## src/rtl/sram_port_arbiter_pkg.sv

```systemverilog
// rtl/sram_port_arbiter_pkg.sv - shared types and width helpers for the SRAM port arbiter
package sram_port_arbiter_pkg;

  typedef enum logic {
    LOCK_NONE = 1'b0,
    LOCK_HELD = 1'b1
  } lock_state_e;

  // Index width that never collapses to zero bits for tiny port counts.
  function automatic int idx_width(input int n);
    return (n > 1) ? $clog2(n) : 1;
  endfunction

endpackage

```

## src/rtl/sram_arb_rr_pick.sv

```systemverilog
// rtl/sram_arb_rr_pick.sv - combinational rotate-priority picker
// Returns the first requesting port at or above ptr_i, wrapping at N_PORTS.
module sram_arb_rr_pick #(
  parameter int N_PORTS = 2,
  parameter int PW      = 1
) (
  input  logic [N_PORTS-1:0] req_i,
  input  logic [PW-1:0]      ptr_i,
  output logic [N_PORTS-1:0] gnt_o,
  output logic [PW-1:0]      idx_o
);

  logic        found;
  logic [PW:0] pos;

  always_comb begin
    gnt_o = '0;
    idx_o = '0;
    found = 1'b0;
    pos   = '0;
    for (int i = 0; i < N_PORTS; i++) begin
      pos = {1'b0, ptr_i} + (PW+1)'(i);
      if (pos >= (PW+1)'(N_PORTS)) begin
        pos = pos - (PW+1)'(N_PORTS);
      end
      if (!found && req_i[pos[PW-1:0]]) begin
        found                = 1'b1;
        gnt_o[pos[PW-1:0]]   = 1'b1;
        idx_o                = pos[PW-1:0];
      end
    end
  end

endmodule

```

## src/rtl/sram_port_arbiter.sv

```systemverilog
// rtl/sram_port_arbiter.sv - round-robin arbiter sharing one synchronous SRAM among N_PORTS
// Supports bounded burst locking; read data returns one cycle after grant.
module sram_port_arbiter
  import sram_port_arbiter_pkg::*;
#(
  parameter  int N_PORTS   = 2,
  parameter  int WIDTH     = 32,
  parameter  int DEPTH     = 512,
  parameter  int MAX_BURST = 4,
  localparam int AW        = $clog2(DEPTH),
  localparam int BW        = WIDTH / 8,
  localparam int PW        = idx_width(N_PORTS)
) (
  input  logic                  clk_i,
  input  logic                  rst_i,
  input  logic [N_PORTS-1:0]    req_i,
  input  logic [N_PORTS-1:0]    lock_i,
  output logic [N_PORTS-1:0]    gnt_o,
  input  logic [N_PORTS-1:0]    we_i,
  input  logic [N_PORTS*BW-1:0] be_i,
  input  logic [N_PORTS*AW-1:0] addr_i,
  input  logic [N_PORTS*WIDTH-1:0] wdata_i,
  output logic [N_PORTS-1:0]    rvalid_o,
  output logic [WIDTH-1:0]      rdata_o,
  output logic                  ram_cs_n_o,
  output logic                  ram_we_n_o,
  output logic [BW-1:0]         ram_be_n_o,
  output logic [AW-1:0]         ram_addr_o,
  output logic [WIDTH-1:0]      ram_wdata_o,
  input  logic [WIDTH-1:0]      ram_rdata_i
);

  localparam int            CW      = $clog2(MAX_BURST + 1);
  localparam logic [CW-1:0] MAX_CNT = CW'(MAX_BURST);

  lock_state_e         lock_q, lock_d;
  logic [PW-1:0]       owner_q, owner_d;
  logic [PW-1:0]       rr_ptr_q, rr_ptr_d;
  logic [CW-1:0]       cnt_q, cnt_d, cnt_inc;
  logic [N_PORTS-1:0]  rvalid_q;

  logic [N_PORTS-1:0]  rr_gnt, lock_gnt;
  logic [PW-1:0]       rr_idx, win_idx, win_nxt;
  logic                locked_pick;

  logic                we_sel;
  logic [BW-1:0]       be_sel;
  logic [AW-1:0]       addr_sel;
  logic [WIDTH-1:0]    wdata_sel;

  sram_arb_rr_pick #(
    .N_PORTS (N_PORTS),
    .PW      (PW)
  ) u_rr_pick (
    .req_i (req_i),
    .ptr_i (rr_ptr_q),
    .gnt_o (rr_gnt),
    .idx_o (rr_idx)
  );

  always_comb begin
    lock_gnt          = '0;
    lock_gnt[owner_q] = 1'b1;
    locked_pick       = (lock_q == LOCK_HELD) && req_i[owner_q] && (cnt_q < MAX_CNT);
    win_idx           = locked_pick ? owner_q : rr_idx;
    win_nxt           = (win_idx == PW'(N_PORTS - 1)) ? '0 : win_idx + 1'b1;
    if (rst_i) begin
      gnt_o = '0;
    end else if (locked_pick) begin
      gnt_o = lock_gnt;
    end else begin
      gnt_o = rr_gnt;
    end
  end

  // AND-OR mux: with no grant every selected field is zero, which idles the SRAM pins.
  always_comb begin
    we_sel    = 1'b0;
    be_sel    = '0;
    addr_sel  = '0;
    wdata_sel = '0;
    for (int p = 0; p < N_PORTS; p++) begin
      we_sel    = we_sel    | (we_i[p] & gnt_o[p]);
      be_sel    = be_sel    | (be_i[p*BW +: BW] & {BW{gnt_o[p]}});
      addr_sel  = addr_sel  | (addr_i[p*AW +: AW] & {AW{gnt_o[p]}});
      wdata_sel = wdata_sel | (wdata_i[p*WIDTH +: WIDTH] & {WIDTH{gnt_o[p]}});
    end
  end

  assign ram_cs_n_o  = ~(|gnt_o);
  assign ram_we_n_o  = ~we_sel;
  assign ram_be_n_o  = ~be_sel;
  assign ram_addr_o  = addr_sel;
  assign ram_wdata_o = wdata_sel;
  assign rvalid_o    = rvalid_q;
  assign rdata_o     = ram_rdata_i;

  always_comb begin
    lock_d   = lock_q;
    owner_d  = owner_q;
    cnt_d    = cnt_q;
    rr_ptr_d = rr_ptr_q;
    cnt_inc  = locked_pick ? cnt_q + 1'b1 : CW'(1);
    if (|req_i) begin
      if (!locked_pick) begin
        rr_ptr_d = win_nxt;
      end
      if (lock_i[win_idx]) begin
        if (cnt_inc >= MAX_CNT) begin
          // Exhausted burst: drop the lock and put this port last in rotation.
          lock_d   = LOCK_NONE;
          owner_d  = '0;
          cnt_d    = '0;
          rr_ptr_d = win_nxt;
        end else begin
          lock_d   = LOCK_HELD;
          owner_d  = win_idx;
          cnt_d    = cnt_inc;
        end
      end else begin
        lock_d  = LOCK_NONE;
        owner_d = '0;
        cnt_d   = '0;
      end
    end
  end

  always_ff @(posedge clk_i or posedge rst_i) begin
    if (rst_i) begin
      lock_q   <= LOCK_NONE;
      owner_q  <= '0;
      cnt_q    <= '0;
      rr_ptr_q <= '0;
      rvalid_q <= '0;
    end else begin
      lock_q   <= lock_d;
      owner_q  <= owner_d;
      cnt_q    <= cnt_d;
      rr_ptr_q <= rr_ptr_d;
      rvalid_q <= gnt_o & ~we_i;
    end
  end

endmodule

```

## config.mk

```make
export PLATFORM = sky130hd
export DESIGN_NAME = sram_port_arbiter
export DESIGN_NICKNAME = d
export VERILOG_FILES = /design/src/rtl/sram_port_arbiter_pkg.sv /design/src/rtl/sram_arb_rr_pick.sv /design/src/rtl/sram_port_arbiter.sv
export SDC_FILE = /design/constraint.sdc
export NUM_CORES = 1
export LEC_CHECK = 0
export CAP_MARGIN = 20
export CORE_AREA = 5 5 83 85
export DETAILED_ROUTE_END_ITERATION = 12
export DIE_AREA = 0 0 88 90
export GPL_ROUTABILITY_DRIVEN = 0
export PLACE_DENSITY = 0.9
export SLEW_MARGIN = 20
export SYNTH_ARGS = -nofsm -noshare
export SYNTH_HDL_FRONTEND = slang
export SYNTH_SLANG_ARGS = --single-unit
```

## constraint.sdc

```tcl
create_clock -name clk_i -period 2.4 [get_ports clk_i]
set_input_delay 0.24 -clock clk_i [delete_from_list [all_inputs] [get_ports clk_i]]
set_output_delay 0.24 -clock clk_i [all_outputs]
set_load 0.01 [all_outputs]
```

==> Yosys cells after proc, flatten, opt, wreduce, memory -nomap -nowiden <==
Index checks and enable logic that the tools add are counted.
{ "classes": {"addsub": 5, "bitwise_logic": 18, "reduce_logical": 9, "n_div": 0, "n_lt_le_gt_ge": 11, "eq_ne": 0, "mul": 0, "shift": 0, "n_mux": 35} }
{ "ops": {"columns": ["cell", "count"], "rows": [
  ["bitwise AND 32 bit", 2],
  ["OR 32 bit", 1],
  ["2-to-1 mux 1 bit", 25],
  ["bitwise AND 9 bit", 2],
  ["2-to-1 mux 3 bit", 3],
  ["OR 9 bit", 1],
  ["bitwise AND 4 bit", 2],
  ["< comparator 1 x 2 -> 1 bit, second input constant", 4],
  ["2-to-1 mux 2 bit", 4],
  ["logical AND 1 bit", 6],
  ["inverter 4 bit", 1],
  ["OR 4 bit", 1],
  ["OR reduction 2 bit", 2],
  ["adder 3 x 1 -> 3 bit, second input constant", 1],
  ["demux 1 bit (select 1 bit)", 3],
  ["greater-or-equal comparator 1 bit, second input constant", 3],
  ["greater-or-equal comparator 3 bit, second input constant", 1],
  ["< comparator 3 bit, second input constant", 1],
  ["adder 1 x 1 -> 2 bit, second input constant", 1],
  ["bitwise AND 1 bit", 2],
  ["bitwise AND 2 bit", 1],
  ["greater-or-equal comparator 1 x 2 -> 1 bit, second input constant", 1],
  ["greater-or-equal comparator 2 bit, second input constant", 1],
  ["inverter 1 bit", 2],
  ["6 further kinds", 7]
]} }
{ "totals": {"mem_bits_ro": 0, "latchBits": 0, "memories": 0, "out_inout_bits": 83, "input_bits": 130, "word_cells": 83, "regBits": 8, "ramBits": 0} }

==> Logic depth before layout (Yosys ltp) <==
{ "logic_depth": {"word_depth": 14, "ltp_mapped": 7, "ltp_nobuf": 4} }

==> Modules after synthesis <==
From an unflattened synthesis, not the netlist that was laid out.
{ "unflattened": {"hier_cells": 142, "hier_area_um2": 1207.4} }
{ "modules_own_cells": {"columns": ["mod", "instances", "area_per_inst_um2", "seq_area_each_um2", "cells_each"], "rows": [
  ["sram_port_arbiter", 1, 1177.4, 200.2, 138],
  ["sram_arb_rr_pick", 1, 30.0, 0.0, 4]
]} }

==> Worst setup path before layout <==
OpenSTA, ideal clock, no wires.
{ "synth_timing": {"path_kind": "reg-to-output", "start": "register cnt_q[2]", "end": "output port ram_addr_o[2]", "setup_slack_ns": 0.813, "arrival_ns": 1.347, "required_time_ns": 2.160, "path_buffers": 2, "path_stages_with_launch": 7, "cell_sequence": "dfrtp_1 > and2b_4 > o211a_4 > buf_6 > buf_2 > nand2_1 > a21oi_2"} }
{ "synth_between": {"elab_chain_len": 6, "elab_cells_between_ends": 7, "cone_classes": "order compare: 1; mux: 2; bitwise: 3; reduce/logical: 1"} }
{ "synth_lines": {"columns": ["element", "line", "text"], "rows": [
  ["from (decl)", "sram_port_arbiter.sv:39", "logic [CW-1:0] cnt_q, cnt_d, cnt_inc;"],
  ["from (signal assigned)", "sram_port_arbiter.sv:138", "cnt_q <= cnt_d;"],
  ["< comparator 3 bit (*)", "sram_port_arbiter.sv:64", "locked_pick = (lock_q == LOCK_HELD) && req_i[owner_q] && (cnt_q < MAX_CNT);"],
  ["logical AND 1 bit (*)", "sram_port_arbiter.sv:64", null],
  ["2-to-1 mux 2 bit (*)", "sram_port_arbiter.sv:69", "end else if (locked_pick) begin"],
  ["2-to-1 mux 2 bit (*)", "sram_port_arbiter.sv:67", "if (rst_i) begin"],
  ["bitwise AND 9 bit", "sram_port_arbiter.sv:85", "addr_sel = addr_sel | (addr_i[p*AW +: AW] & {AW{gnt_o[p]}});"],
  ["OR 9 bit (*)", "sram_port_arbiter.sv:85", null],
  ["to (decl)", "sram_port_arbiter.sv:28", "output logic [AW-1:0] ram_addr_o,"]
]} }
Mark *: on every way between the ends. The rest lies on a longest branch, timed or not.

==> Worst setup path after layout <==
{ "layout_timing": {"start": "register lock_q", "end": "output port ram_wdata_o[31]"} }
{ "layout_between": {"elab_chain_len": 6, "elab_cells_between_ends": 7, "cone_classes": "mux: 2; bitwise: 3; reduce/logical: 2"} }
{ "layout_lines": {"columns": ["element", "line", "text"], "rows": [
  ["from (decl)", "sram_port_arbiter.sv:36", "lock_state_e lock_q, lock_d;"],
  ["from (signal assigned)", "sram_port_arbiter.sv:136", "lock_q <= lock_d;"],
  ["logical AND 1 bit (*) (2 in a row)", "sram_port_arbiter.sv:64", null],
  ["2-to-1 mux 2 bit (*)", "sram_port_arbiter.sv:69", null],
  ["2-to-1 mux 2 bit (*)", "sram_port_arbiter.sv:67", null],
  ["bitwise AND 32 bit", "sram_port_arbiter.sv:86", "wdata_sel = wdata_sel | (wdata_i[p*WIDTH +: WIDTH] & {WIDTH{gnt_o[p]}});"],
  ["OR 32 bit (*)", "sram_port_arbiter.sv:86", null],
  ["to (decl)", "sram_port_arbiter.sv:29", "output logic [WIDTH-1:0] ram_wdata_o,"]
]} }
Marked as above.

==> impl_metrics.csv <==
group,metric,value,unit
synthesis,synth-async-reset-ratio,100.0,%
synthesis,yosysUniqueCellTypes,37,
finish,diodes,0,
timing,finalSetupTns,0,ns
floorplanning,std_cell_rows,29,
finish,fillers,572,
hold_path,hold_path_class,"primary input to output port",
drt,wl,6708,um
clock_network,numCtsBuffers,3,
global_route,grt_pass1_wl,10470,um
drt,drtPass1Iterations,4,
global_route,grt_pass1_vias,2270,
timing,hold_viol_final,0,
hold_path,min_to,"rdata_o[12]",
synthesis,synth-edff-count,0,
synthesis,yosys-top-cells-area,"a21oi_2 (19%), buf_4 (17%), nand3_1 (14%), dfrtp_1 (12%), nand2_1 (11%)",
synthesis,netlist_area,1630,um^2
worst_setup_path,crit_type,"flip-flop to output port",
worst_setup_path,ff2ff_path_depth,5,
clock_network,insertion_delay,0.23,ns
floorplanning,num_io_pins,213,
finish,drive_gt1_share,17.19,%
timing,slew_headroom,73.74,%
finish,final_cell_mix,"clkdlybuf4s50_1 (103), nand2_1 (49), nand3_1 (46)",
power_and_ir_drop,ir_drop,0.0001759,V
finish,multi_input_area,1087,um^2
synthesis,yosysWarnings,0,
worst_setup_path,worst_r2r_endpoint,"lock_q",
floorplanning,dieHeight,90,um
hold_path,whs_path_depth,0,
synthesis,seq_area_frac_synth,12.28,%
finish,final_common_cell,"clkdlybuf4s50_1",
power_and_ir_drop,leakagePower,0.001297,uW
timing,finClkSkew,0.004262,ns
floorplanning,fp.dieW,88,um
clock_network,cts_root_buffer,"clkbuf_8",
timing,tightest_slew,0.3924,ns
worst_setup_path,startpoint_type,"flip-flop",
synthesis,synth_nets,370,
place,dp_cells,419,
clock_network,cts_tree,"built",
global_route,grt_usage,16.07,%
place,port_buffers,148,
clock_network,clockBufferDepth,2,
finish,fin_cells,426,
timing,max_freq,432.7,MHz
place,hpwlAfterDp,5314,um
drt,post_drt_via_cell_ratio,5.085,
finish,area_delta_synth_final,86.49,%
drt,vias,2166,
worst_setup_path,worstReg2RegStart,"lock_q",
worst_setup_path,cp.arrival,2.07,ns
finish,final_nets,482,
global_route,grt_max_degree,29,
finish,finish.utilization,49.58,%
timing,slew_viol_final,0,
worst_setup_path,end_kind,"output port",
clock_network,clk_pin_slew,0.04,ns
drt,drc,0,
drt,wire_per_inst,15.75,um
timing,setup_violations,0,
floorplanning,start_util,26.59,%
timing,finalCritPeriodShare,96.28,%
floorplanning,core_area,6132,um^2
timing,period_minus_slack,2.311,ns
worst_setup_path,crit_fanout,6,
synthesis,avgSynthCellArea,6.821,um^2
finish,regArea,201.4,um^2
worst_setup_path,crit_required,2.16,ns
run,drv_cap,0,
synthesis,synth_top_area_share,18.80,%
clock_network,clock-sinks,8,
power_and_ir_drop,p_per_area,320.6,nW/um^2
timing,rsz0062_at_grt,"no",
floorplanning,die-area,7920,um^2
synthesis,synth-seq-cells,8,
global_route,antenna_found_initial,0,
synthesis,syn_inst,239,
drt,ant_nets,0,
clock_network,htreeDepth,1,
global_route,overflow,0,
synthesis,synth_area_leader_cell,"a21oi_2",
outcome,status,"finished, final reports clean",
drt,drt_iter0_drc,114,
hold_path,hold_path_startpoint,"ram_rdata_i[12]",
worst_setup_path,r2r_slack,0.76,ns
synthesis,synthFlopType,"dfrtp_1",
## worst max path at each step
stage	slack, ns	endpoint	cells after the start	from
2_1_floorplan	0.81	ram_addr_o[2]	6	cnt_q[2]
3_3_place_gp	0.13	ram_wdata_o[19]	6	rr_ptr_q
3_5_place_dp	0.05	ram_wdata_o[19]	6	rr_ptr_q
4_1_cts	-0.01	ram_wdata_o[16]	6	rr_ptr_q
5_1_grt	0.002	ram_wdata_o[23]	6	lock_q
6_report	0.09	ram_wdata_o[31]	6	lock_q
## repair_timing
item,4_1_cts,5_1_grt
pin swaps,1,1
buffers inserted,2,1
setup endpoints to repair,43,12
endpoints found under the hold margin,8,0
gates resized for setup,36,11
hold buffers,1,0
## kinds of logic after synthesis
group,count (synthesis),synth area share [%]
DFF,8,12.28
muxes,2,1.228
buffers and inverters,55,22.72
AOI/OAI and AO/OA,58,29.01
and+or+nand+nor,115,34.00
adders and majority gates,1,0.7673
## registers in the layout, summed over array words and instances, names as in the netlist
name,flops
rr_ptr_q,1
owner_q,1
cnt_q,3
lock_q,1
rvalid_o,2
## critical path, cell delays in order (launching register included)
cell             delay [ns]
dfrtp_2                0.44
and2b_4                0.20
o211ai_4               0.23
buf_4                  0.17
nand3_1                0.09
a21oi_2                0.15
clkdlybuf4s50_1        0.54
## per-layer routing
metal | up-vias | GRT usage, % | part of all wire, %
li1 | 1011 | - | -
met1 | 992 | 15.76 | 32
met2 | 122 | 30.53 | 52
met3 | 41 | 3.382 | 11
met4 | 0 | 8.056 | 4.3
met5 | - | 0 | 0
## synth_stat cells, types with 2 or more instances
master and instances:
buf_4 36, nor2b_1 2, buf_2 8, nand3_1 46
o31ai_1 2, nand2b_1 2, nor3_1 2, nor2_1 4
a21oi_1 7, mux2i_1 2, nand2_1 49, nand3b_1 2
and3_1 2, clkbuf_1 5, clkbuf_4 3, dfrtp_1 8
a21o_1 5, a21oi_2 35
## stage by stage
step / instance area, um^2 / total power [uW] / worst slack (ns) / hold slack, ns
after floorplan: 1630 / 520.6 / 0.8127 / 0.06662
after global placement: 2958 / 810.9 / 0.1264 / 0.2288
after detailed placement: 2958 / 826.3 / 0.04939 / 0.2366
after CTS: 2983 / 970.9 / -0.01137 / 0.4801
after global routing: 3040 / 1041 / 0.002003 / 0.4800
final: 3040 / 974.7 / 0.08917 / 0.4800
## area by class of cell
cell class	count	share of cell area [%]
repair buffers	161	52.96
multi-input cells	176	35.76
flip-flops and latches	8	6.625
well taps	77	3.169
clock buffers	3	1.358
inverters	1	0.1235
## where the power goes
part | internal (uW) | total [uW] | switching [uW]
combinational | 359 | 647 | 287
clock | 109 | 165 | 55.7
sequential | 149 | 164 | 14.1
total | 618 | 975 | 357
(Power assumes the default switching activity.)
